==> src/rtl/srseq_pkg.sv <==
// Shared encodings and default sizes for the shift/rotate sequencer.
// Used by shift_rotate_seq and srseq_step_counter.
package srseq_pkg;

  localparam int DEF_WIDTH  = 4;
  localparam int DEF_STEP_W = 4;

  typedef enum logic [1:0] {
    OP_CLEAR    = 2'b00,
    OP_SET      = 2'b01,
    OP_SHIFT_IN = 2'b10,
    OP_JOHNSON  = 2'b11
  } op_e;

  typedef enum logic [1:0] {
    ST_IDLE = 2'b00,
    ST_RUN  = 2'b01,
    ST_DONE = 2'b10
  } state_e;

endpackage

==> src/rtl/srseq_step_counter.sv <==
// Remaining-step counter for the sequencer: loads on accept, counts down
// while running, flags the final step. Falling-edge clocked, async CLR.
module srseq_step_counter #(
  parameter int STEP_W = srseq_pkg::DEF_STEP_W
) (
  input  logic              CLK,
  input  logic              CLR,
  input  logic              load,
  input  logic [STEP_W-1:0] load_val,
  input  logic              dec,
  output logic [STEP_W-1:0] cnt,
  output logic              last
);

  // NOTE: sequential state uses non-blocking assignments so every register
  // samples the pre-edge values of its neighbours.
  always_ff @(negedge CLK or posedge CLR) begin
    if (CLR) begin
      cnt <= '0;
    end else if (load) begin
      cnt <= load_val;
    end else if (dec && (cnt != '0)) begin
      cnt <= cnt - 1'b1;
    end
  end

  assign last = (cnt == STEP_W'(1));

endmodule

==> src/rtl/shift_rotate_seq.sv <==
// Command-driven shift/rotate register sequencer (clear, set, serial shift-in,
// Johnson rotate). Optional abort input/aborted flag under SRSEQ_ABORT_EN.
module shift_rotate_seq
  import srseq_pkg::*;
#(
  parameter int WIDTH  = DEF_WIDTH,
  parameter int STEP_W = DEF_STEP_W
) (
  input  logic              CLK,
  input  logic              CLR,
  input  logic              cmd_valid,
  output logic              cmd_ready,
  input  logic [1:0]        cmd_op,
  input  logic [STEP_W-1:0] cmd_steps,
  input  logic [WIDTH-1:0]  cmd_data,
  output logic [WIDTH-1:0]  q,
`ifdef SRSEQ_ABORT_EN
  input  logic              abort,
  output logic              aborted,
`endif
  output logic              busy,
  output logic              done
);

  state_e             state, state_nxt;
  op_e                op_q;
  op_e                cmd_op_e;
  logic [WIDTH-1:0]   dreg;
  logic [STEP_W-1:0]  cnt;
  logic               last;
  logic               accept;
  logic               run_step;
  logic               abort_hit;
  logic               sin;

  assign cmd_op_e = op_e'(cmd_op);

`ifdef SRSEQ_ABORT_EN
  assign abort_hit = abort;
`else
  assign abort_hit = 1'b0;
`endif

  srseq_step_counter #(.STEP_W(STEP_W)) u_step_counter (
    .CLK      (CLK),
    .CLR      (CLR),
    .load     (accept),
    .load_val (cmd_steps),
    .dec      (run_step),
    .cnt      (cnt),
    .last     (last)
  );

  // NOTE: every signal written here gets a default first, so no path can
  // leave one unassigned and infer a latch.
  always_comb begin
    state_nxt = state;
    accept    = 1'b0;
    run_step  = 1'b0;
    case (state)
      ST_IDLE: begin
        if (cmd_valid && cmd_ready) begin
          accept = 1'b1;
          if ((cmd_op_e == OP_CLEAR) || (cmd_op_e == OP_SET) || (cmd_steps == '0))
            state_nxt = ST_DONE;
          else
            state_nxt = ST_RUN;
        end
      end
      ST_RUN: begin
        if (abort_hit) begin
          state_nxt = ST_DONE;
        end else begin
          run_step = 1'b1;
          if (last) state_nxt = ST_DONE;
        end
      end
      ST_DONE: state_nxt = ST_IDLE;
      default: state_nxt = ST_IDLE;
    endcase
  end

  // Shift-in feeds the latched word MSB first; Johnson feeds back inverted MSB.
  assign sin = (op_q == OP_SHIFT_IN) ? dreg[WIDTH-1] : ~q[WIDTH-1];

  always_ff @(negedge CLK or posedge CLR) begin
    if (CLR) begin
      state <= ST_IDLE;
      op_q  <= OP_CLEAR;
      dreg  <= '0;
      q     <= '0;
    end else begin
      state <= state_nxt;
      if (accept) begin
        op_q <= cmd_op_e;
        dreg <= cmd_data;
        if (cmd_op_e == OP_CLEAR)
          q <= '0;
        else if (cmd_op_e == OP_SET)
          q <= '1;
      end else if (run_step) begin
        q <= {q[WIDTH-2:0], sin};
        if (op_q == OP_SHIFT_IN)
          dreg <= {dreg[WIDTH-2:0], dreg[WIDTH-1]};
      end
    end
  end

`ifdef SRSEQ_ABORT_EN
  // Set only by an abort in RUN, so it is high exactly during that DONE cycle.
  always_ff @(negedge CLK or posedge CLR) begin
    if (CLR)
      aborted <= 1'b0;
    else
      aborted <= (state == ST_RUN) && abort;
  end
`endif

  assign cmd_ready = (state == ST_IDLE) && !CLR;
  assign busy      = (state != ST_IDLE);
  assign done      = (state == ST_DONE);

endmodule

==> config.mk <==
export PLATFORM = sky130hd
export DESIGN_NAME = shift_rotate_seq
export DESIGN_NICKNAME = d
export VERILOG_FILES = /design/src/rtl/srseq_pkg.sv /design/src/rtl/srseq_step_counter.sv /design/src/rtl/shift_rotate_seq.sv
export SDC_FILE = /design/constraint.sdc
export NUM_CORES = 1
export LEC_CHECK = 0
export CAP_MARGIN = 40
export CORE_MARGIN = 10
export CORE_UTILIZATION = 44
export CTS_CLUSTER_DIAMETER = 40
export DETAILED_ROUTE_END_ITERATION = 8
export GPL_TIMING_DRIVEN = 1
export PLACE_DENSITY = 0.74
export SETUP_SLACK_MARGIN = 0.02
export SYNTH_ARGS = -nofsm -noshare
export SYNTH_HDL_FRONTEND = slang
export SYNTH_HIERARCHICAL = 1
export SYNTH_SLANG_ARGS = --single-unit
==> constraint.sdc <==
create_clock -name CLK -period 1.7 [get_ports CLK]
set_clock_uncertainty 0.2 [all_clocks]
set_input_delay 0.255 -clock CLK [delete_from_list [all_inputs] [get_ports CLK]]
set_output_delay 0.255 -clock CLK [all_outputs]
set_load 0.005 [all_outputs]
======== Word-level counts from Yosys, hierarchy flattened ========
Index checks and enable logic that the tools add are counted.
operators by class
  add/sub/neg operators ................... 1
  equality and inequality tests ........... 8
  muxes and demuxes ....................... 17
  bitwise logic cells ..................... 1
  reduce and logical (&&, ||, !) cells .... 17
operators with widths
  cell                                                                count
  4-bit 2-to-1 mux                                                    9
  2-bit nonzero test                                                  4
  2-bit 2-to-1 mux                                                    3
  2-bit AND reduction                                                 3
  2-bit by 1-bit == test with 1-bit output, second input constant     2
  2-bit == test, second input constant                                2
  4-bit by 1-bit == test with 1-bit output, second input constant     1
  2-bit zero test                                                     2
  4-bit zero test                                                     1
  1-bit 2-to-1 mux                                                    4
  2-bit != test, second input constant                                2
  2-bit case mux with 2 select lines                                  1
  4-bit nonzero test                                                  1
  4-bit by 1-bit subtractor with 4-bit output, second input constant  1
  1-bit logical AND                                                   3
  3-bit by 1-bit != test with 1-bit output, second input constant     1
  1-bit logical OR                                                    2
  1-bit zero test                                                     1
  1-bit inverter                                                      1
word-level totals
  register bits ........................... 16
  input bits .............................. 13

======== Longest topological paths before layout ========
Gate-level depths: netlist of the first run.
  word-level depth ........................ 7
  gate-level depth with buffers ........... 6
  gate-level depth less buffers ........... 5

======== Hierarchy ========
The synthesis of the first run kept the hierarchy.
modules (own cells, without submodules)
  module              instances  cells an instance  area each (um2)
  shift_rotate_seq    1          51                 615.6
  srseq_step_counter  1          30                 286.5

==> run_results.csv, run 1 <==
group,metric,value,unit
grt,grt_pass1_vias,898,
cells_and_area,antenna_cells,0,
cts,htreeDepth,1,
timing,slew_viol_final,0,
detailed_routing,vias,846,
logic_synthesis,yosys_warnings,6,
worst_hold_path,min_path_type,"flip-flop to flip-flop",
cts,clkLatencyLatePin,0.29,ns
cells_and_area,fin_nets,153,
logic_synthesis,ys_seq_area_share,44.4,%
logic_synthesis,syn_nets,96,
flow_run,cap_violations,0,
floorplanning,rows,16,
timing,rsz0062_at_grt,"yes",
cts,cts_tree,"done",
logic_synthesis,syn_inst,81,
cells_and_area,final_cell_mix,"buf_4 (28), dfrtn_1 (16), buf_6 (10), buf_2 (9), nand2_1 (8)",
floorplanning,core-area,1960,um^2
place,dp_slack,-1.06,ns
logic_synthesis,synth_top_cells_by_area,"dfrtn_1 (44%), a221o_1 (5.5%), mux2i_1 (5.5%)",
detailed_routing,wirelength,2630,um
setup_path,critPathKind,"flip-flop to output pin",
worst_hold_path,hp-start,"dreg[1]$_DFFE_NP0P_",
timing,max-slew-margin-rel,77.5,%
grt,grt_overflow_total,0,
setup_path,required,1.24,ns
logic_synthesis,synth_top_area_share,44.4,%
floorplanning,fp.dieH,65.3,um
grt,antenna_found_initial,0,
place,dp_cells,145,
logic_synthesis,syn_avg_cell_area,11.1,um^2
cells_and_area,final_common_cell,"buf_4",
detailed_routing,wire_per_inst,16.0,um
pwr,power_density,1550,nW/um^2
setup_path,start_kind,"flip-flop",
floorplanning,die_x,65.3,um
logic_synthesis,syn_area,902,um^2
timing,setup_violations,23,
detailed_routing,first_pass_iters,3,
logic_synthesis,post-synth-top-area-cell,"dfrtn_1",
pwr,peakVddDrop,0.000940,V
detailed_routing,ant_nets,0,
logic_synthesis,synth_seq_cells,16,
place,placed_cell_area,1300,um^2
timing,worst_pin_slew,0.337,ns
cells_and_area,drive_above_1_share,56.2,%
setup_path,crit_chain,"buf_6 > nor3_4 > buf_4 > buf_6",
outcome,failed_checks,"setup timing",
cts,hold_buffers,0,
setup_path,worst-path-max-fanout,3,
cts,clk_pin_slew_worst_paths,0.07,ns
grt,grt_max_degree,13,
setup_path,crit_top_cell,"buf_6",
cts,cts_root_buf,"clkbuf_4",
logic_synthesis,synth.distinct_cells,32,
grt,track_usage,12.9,%
place,port_buffers,19,
grt,grt_pass1_wl,4360,um
cts,clock-sinks,16,
place,place_congestion,0.784,
cells_and_area,area_delta_synth_final,68.2,%
detailed_routing,drc,0,
setup_path,worstPathArrival,2.00,ns
place,dp.final_hpwl,1720,um
floorplanning,ioPinCount,20,
cts,cts_buffers,3,
cells_and_area,finalNonFillerCells,164,
setup_path,rr_startpoint,"state[1]$_DFFE_NP0P_",
detailed_routing,via_per_inst,5.16,
timing,hold_viol,0,
outcome,status,"complete, but fails checks",
pwr,leakage,0.000727,uW
cells_and_area,stdcell_area,1520,um^2
setup_path,cp_slowest_cell,"dfrtn_1",
detailed_routing,drtIter0Drc,36,
floorplanning,die-area,4260,um^2
setup_path,slowest_delay,0.47,ns
timing,setup_slack,-0.758,ns
setup_path,worstSetupStartpoint,"state[0]$_DFFE_NP0P_",
cts,clk_path_buf_depth,2,
setup_path,end_kind,"output pin",
floorplanning,initial_utilization,46.0,%
## area by class of cell
cell class / instances / area (um^2)
Multi-Input combinational cell: 55 / 553
Timing Repair Buffer: 56 / 472
Fill cell: 142 / 444
Inverter: 6 / 22.5
Clock buffer: 4 / 36.3
Tap cell: 27 / 33.8
Sequential cell: 16 / 400
## power by group
part	internal [uW]	switching [uW]	total (uW)	leakage, uW
clock network	130	127	257	0.0000210
registers	574	159	733	0.000198
logic	820	536	1360	0.000509
## metrics by stage
step	TNS, ns	util [%]	hold WS (ns)	total power, uW
after floorplan	-7.41	-	0.271	1320
after global placement	-22.42	66.1	0.291	1770
after detailed placement	-23.03	66.1	0.309	1820
after CTS	-7.81	72.8	0.310	2160
after global routing	-9.03	77.4	0.356	2520
final	-8.06	77.4	0.316	2350
## repair_timing
item	4_1_cts	5_1_grt
endpoints found under the setup margin	23	23
pin swaps	9	7
buffers inserted	9	5
endpoints found under the hold margin	0	0
gates resized for setup	71	10
cloned	1	0
## cells in the mapped netlist
cell type	instances
a21oi_1	2
a221o_1	5
a22o_1	1
a31o_1	1
and2b_2	1
and4b_1	2
buf_2	1
buf_4	2
buf_6	1
dfrtn_1	16
ha_1	2
inv_1	5
inv_2	1
mux2_2	2
mux2i_1	5
nand2_1	8
nand3b_1	1
nor2b_1	3
nor3_1	2
nor3b_1	4
nor4b_2	1
nor4b_4	1
nor4bb_1	1
o21ai_0	1
o21ai_1	2
o21ai_2	4
o21bai_1	1
o22ai_1	1
o311ai_1	1
o41ai_1	1
or2_2	1
or3b_4	1
## layer usage
metal	GRT usage, %	part of all wire, %	wire [um]
met5	0	0	0
met3	5.25	4.3	112
met4	6.42	1.8	46
met2	20.7	50	1310
met1	14.5	44	1160
## final timing paths
check | to | slack [ns] | cells past startpoint
min in group asynchronous | state[0]$_DFFE_NP0P_ | 0.63 | 4
max in group asynchronous | u_step_counter/cnt[1]$_DFFE_NP0P_ | 0.46 | 4
max reg2reg | u_step_counter/cnt[3]$_DFFE_NP0P_ | -0.26 | 7
min reg2reg | dreg[2]$_DFFE_NP0P_ | 0.32 | 2
max | cmd_ready | -0.76 | 4
min | dreg[2]$_DFFE_NP0P_ | 0.32 | 2
## kinds of logic after synthesis
logic type                 share of synthesized area (%)
adders and majority gates                           2.77
DFF                                                 44.4
and+or+nand+nor                                     21.2
muxes                                               8.04
buffers and inverters                               5.96
AOI/OAI and AO/OA                                   17.6
## critical path: cells and delay by family, from the launching register on
kind                   cells  cell delay [ns]
buffers and inverters      3             0.36
flip-flops                 1             0.47
AND/OR/NAND/NOR            1             0.04
## state kept, by name, summed over array words and instances, names as in the netlist
signal	flops
op_q	2
u_step_counter/cnt	4
state	2
q	4
dreg	4
Power figures use the tool's default switching activity.
==> run 2: changes to the inputs <==
--- a/config.mk
+++ b/config.mk
@@ -7,11 +7,12 @@
 export LEC_CHECK = 0
 export CAP_MARGIN = 40
 export CORE_MARGIN = 10
-export CORE_UTILIZATION = 44
+export CORE_UTILIZATION = 46
+export CTS_BUF_LIST = sky130_fd_sc_hd__clkbuf_8
 export CTS_CLUSTER_DIAMETER = 40
 export DETAILED_ROUTE_END_ITERATION = 8
 export GPL_TIMING_DRIVEN = 1
-export PLACE_DENSITY = 0.74
+export PLACE_DENSITY = 0.77
 export SETUP_SLACK_MARGIN = 0.02
 export SYNTH_ARGS = -nofsm -noshare
 export SYNTH_HDL_FRONTEND = slang
==> run_results.csv, run 2 (synthesis gave the netlist of run 1 again) <==
group,metric,value,unit
cells_and_area,antenna_cells,0,
setup_path,crit_cells,3,
timing,hold_viol,0,
setup_path,required,1.24,ns
floorplanning,initial_utilization,50.1,%
setup_path,critPathKind,"flip-flop to output pin",
place,placed_cell_area,1290,um^2
pwr,peakVddDrop,0.00103,V
timing,slew_viol_final,0,
cells_and_area,fin_nets,146,
timing,worst_pin_slew,0.599,ns
cts,clk_path_buf_depth,2,
cts,clock-sinks,16,
setup_path,worstPathArrival,1.98,ns
setup_path,end_kind,"output pin",
pwr,intPower,1550,uW
cts,cts_buffers,3,
place,place_congestion,0.791,
floorplanning,die_x,64.3,um
detailed_routing,via_per_inst,5.88,
floorplanning,rows,15,
detailed_routing,drc,0,
detailed_routing,wirelength,3250,um
pwr,total_power,2460,uW
setup_path,cp_slowest_cell,"dfrtn_1",
setup_path,regToRegEndpoint,"u_step_counter/cnt[3]$_DFFE_NP0P_",
pwr,switching_share,36.9,%
setup_path,crit_top_cell,"buf_6",
worst_hold_path,min_path_type,"flip-flop to flip-flop",
setup_path,crit_buf_inv,2,
detailed_routing,ant_nets,0,
pwr,p_sw,908,uW
cts,clk_pin_slew_worst_paths,0.05,ns
grt,grt_max_degree,13,
timing,hold-worst-slack,0.347,ns
setup_path,reg2regPathDepth,6,
place,dp_slack,-1.11,ns
detailed_routing,wire_per_inst,20.9,um
setup_path,crit_family,"flip-flops",
cts,htreeDepth,1,
outcome,status,"complete, but fails checks",
cells_and_area,multiInputGateArea,559,um^2
setup_path,worst-path-max-fanout,4,
setup_path,start_kind,"flip-flop",
timing,setup_violations,23,
cells_and_area,reg_top3,"dreg: 4 flops, q: 4 flops, u_step_counter/cnt: 4 flops",
pwr,power_frac_comb,55.7,%
detailed_routing,first_pass_iters,4,
floorplanning,core-area,1800,um^2
setup_path,slowest_delay,0.41,ns
timing,setup_slack,-0.736,ns
cells_and_area,area_delta_synth_final,68.7,%
floorplanning,die-area,4130,um^2
grt,grt_pass1_wl,4810,um
pwr,leakage,0.000706,uW
place,dp.final_hpwl,1910,um
flow_run,cap_violations,0,
cts,cts_root_buf,"clkbuf_8",
cts,hold_buffers,0,
grt,grt_pass1_vias,964,
cells_and_area,drive_above_1_share,53.8,%
grt,track_usage,14.6,%
outcome,failed_checks,"setup timing",
cells_and_area,seq_area,400,um^2
detailed_routing,drtIter0Drc,32,
grt,grt_overflow_total,0,
floorplanning,fp.dieH,64.3,um
cts,cts_tree,"done",
detailed_routing,vias,911,
cells_and_area,fill_cells,96,
timing,max-slew-margin-rel,60.0,%
setup_path,worstSetupStartpoint,"state[1]$_DFFE_NP0P_",
pwr,power_frac_seq,30.3,%
grt,antenna_found_initial,0,
setup_path,crit_end,"cmd_ready",
floorplanning,ioPinCount,20,
place,port_buffers,19,
setup_path,rr_startpoint,"state[0]$_DFFE_NP0P_",
cts,clkLatencyLatePin,0.27,ns
setup_path,crit_chain,"nor3_4 > buf_6 > buf_6",
cells_and_area,final_cell_mix,"buf_4 (19), dfrtn_1 (16), buf_6 (10), nand2_1 (7)",
timing,rsz0062_at_grt,"yes",
setup_path,reg2reg_slack,-0.34,ns
pwr,power_density,1620,nW/um^2
cells_and_area,final_common_cell,"buf_4",
pwr,p_clk_share,14.1,%
cells_and_area,stdcell_area,1520,um^2
==> run 2: changes by cell type in the layout (fill, tap and decap cells not counted), sizes merged <==
cell,delta
buf,-10
dlygate4sd2,-1
clkdlybuf4s15,+1
clkbuf,+3
==> run 2: what timing repair did <==
item / in CTS / in global routing
gates cloned: 1 / 0
setup endpoints to repair: 23 / 23
pin swaps: 12 / 6
setup buffers: 5 / 3
resized for setup: 70 / 15
==> run 2: how the worst min path moves through the flow <==
stage,to,startpoint,cells past startpoint,slack (ns)
2_1_floorplan,op_q[1]$_DFFE_NP0N_,op_q[1]$_DFFE_NP0N_,1,0.27
3_3_place_gp,op_q[1]$_DFFE_NP0N_,op_q[1]$_DFFE_NP0N_,1,0.30
3_5_place_dp,q[3]$_DFFE_NP0P_,q[3]$_DFFE_NP0P_,1,0.29
4_1_cts,op_q[0]$_DFFE_NP0N_,op_q[0]$_DFFE_NP0N_,1,0.31
5_1_grt,op_q[1]$_DFFE_NP0N_,op_q[1]$_DFFE_NP0N_,1,0.39
6_report,dreg[3]$_DFFE_NP0P_,dreg[2]$_DFFE_NP0P_,2,0.35
==> run 2: routing by layer <==
layer | GRT usage, % | wire, um
met5 | 0 | 0
met4 | 6.95 | 137
met3 | 3.14 | 245
met2 | 26.2 | 1700
met1 | 15.8 | 1170
==> run 2: area by class of cell <==
type                       count  area share (%)
clock buffer                   4            3.62
inverter                       6            1.64
multi-input combinational     55            36.8
sequential                    16            26.3
tap                           25            2.06
timing repair buffer          49            29.6
==> run 2: stage by stage <==
| stage | instances | utilization (%) | setup TNS, ns |
|---|---|---|---|
| after floorplan | 81 | - | -7.41 |
| after global placement | 143 | 71.9 | -22.07 |
| after detailed placement | 143 | 71.9 | -22.72 |
| after CTS | 152 | 80.6 | -8.17 |
| after global routing | 155 | 84.4 | -9.54 |
| final | 155 | 84.4 | -8.86 |
==> run 2: worst register-to-register path, stage by stage (launching register included) <==
cell     delay [ns]
dfrtn_1        0.44
buf_6          0.12
buf_4          0.16
nor2b_1        0.18
nor4b_2        0.35
nor3b_1        0.11
a221o_1        0.31
==> run 2: power groups by stage <==
stage                     registers (uW)  clock network, uW  logic [uW]
final                                745                346        1370
after CTS                            715                349        1180
after global routing                 773                372        1460
after detailed placement             722                  0        1090
after global placement               712                  0        1050
after floorplan                      722                  0         596
==> run 3: changes to the inputs <==
--- a/config.mk
+++ b/config.mk
@@ -11,7 +11,6 @@
 export CTS_BUF_LIST = sky130_fd_sc_hd__clkbuf_8
 export CTS_CLUSTER_DIAMETER = 40
 export DETAILED_ROUTE_END_ITERATION = 8
-export GPL_TIMING_DRIVEN = 1
 export PLACE_DENSITY = 0.77
 export SETUP_SLACK_MARGIN = 0.02
 export SYNTH_ARGS = -nofsm -noshare
==> results of run 3 <==
The final DEF is identical to that of run 2; final timing and power are the same.
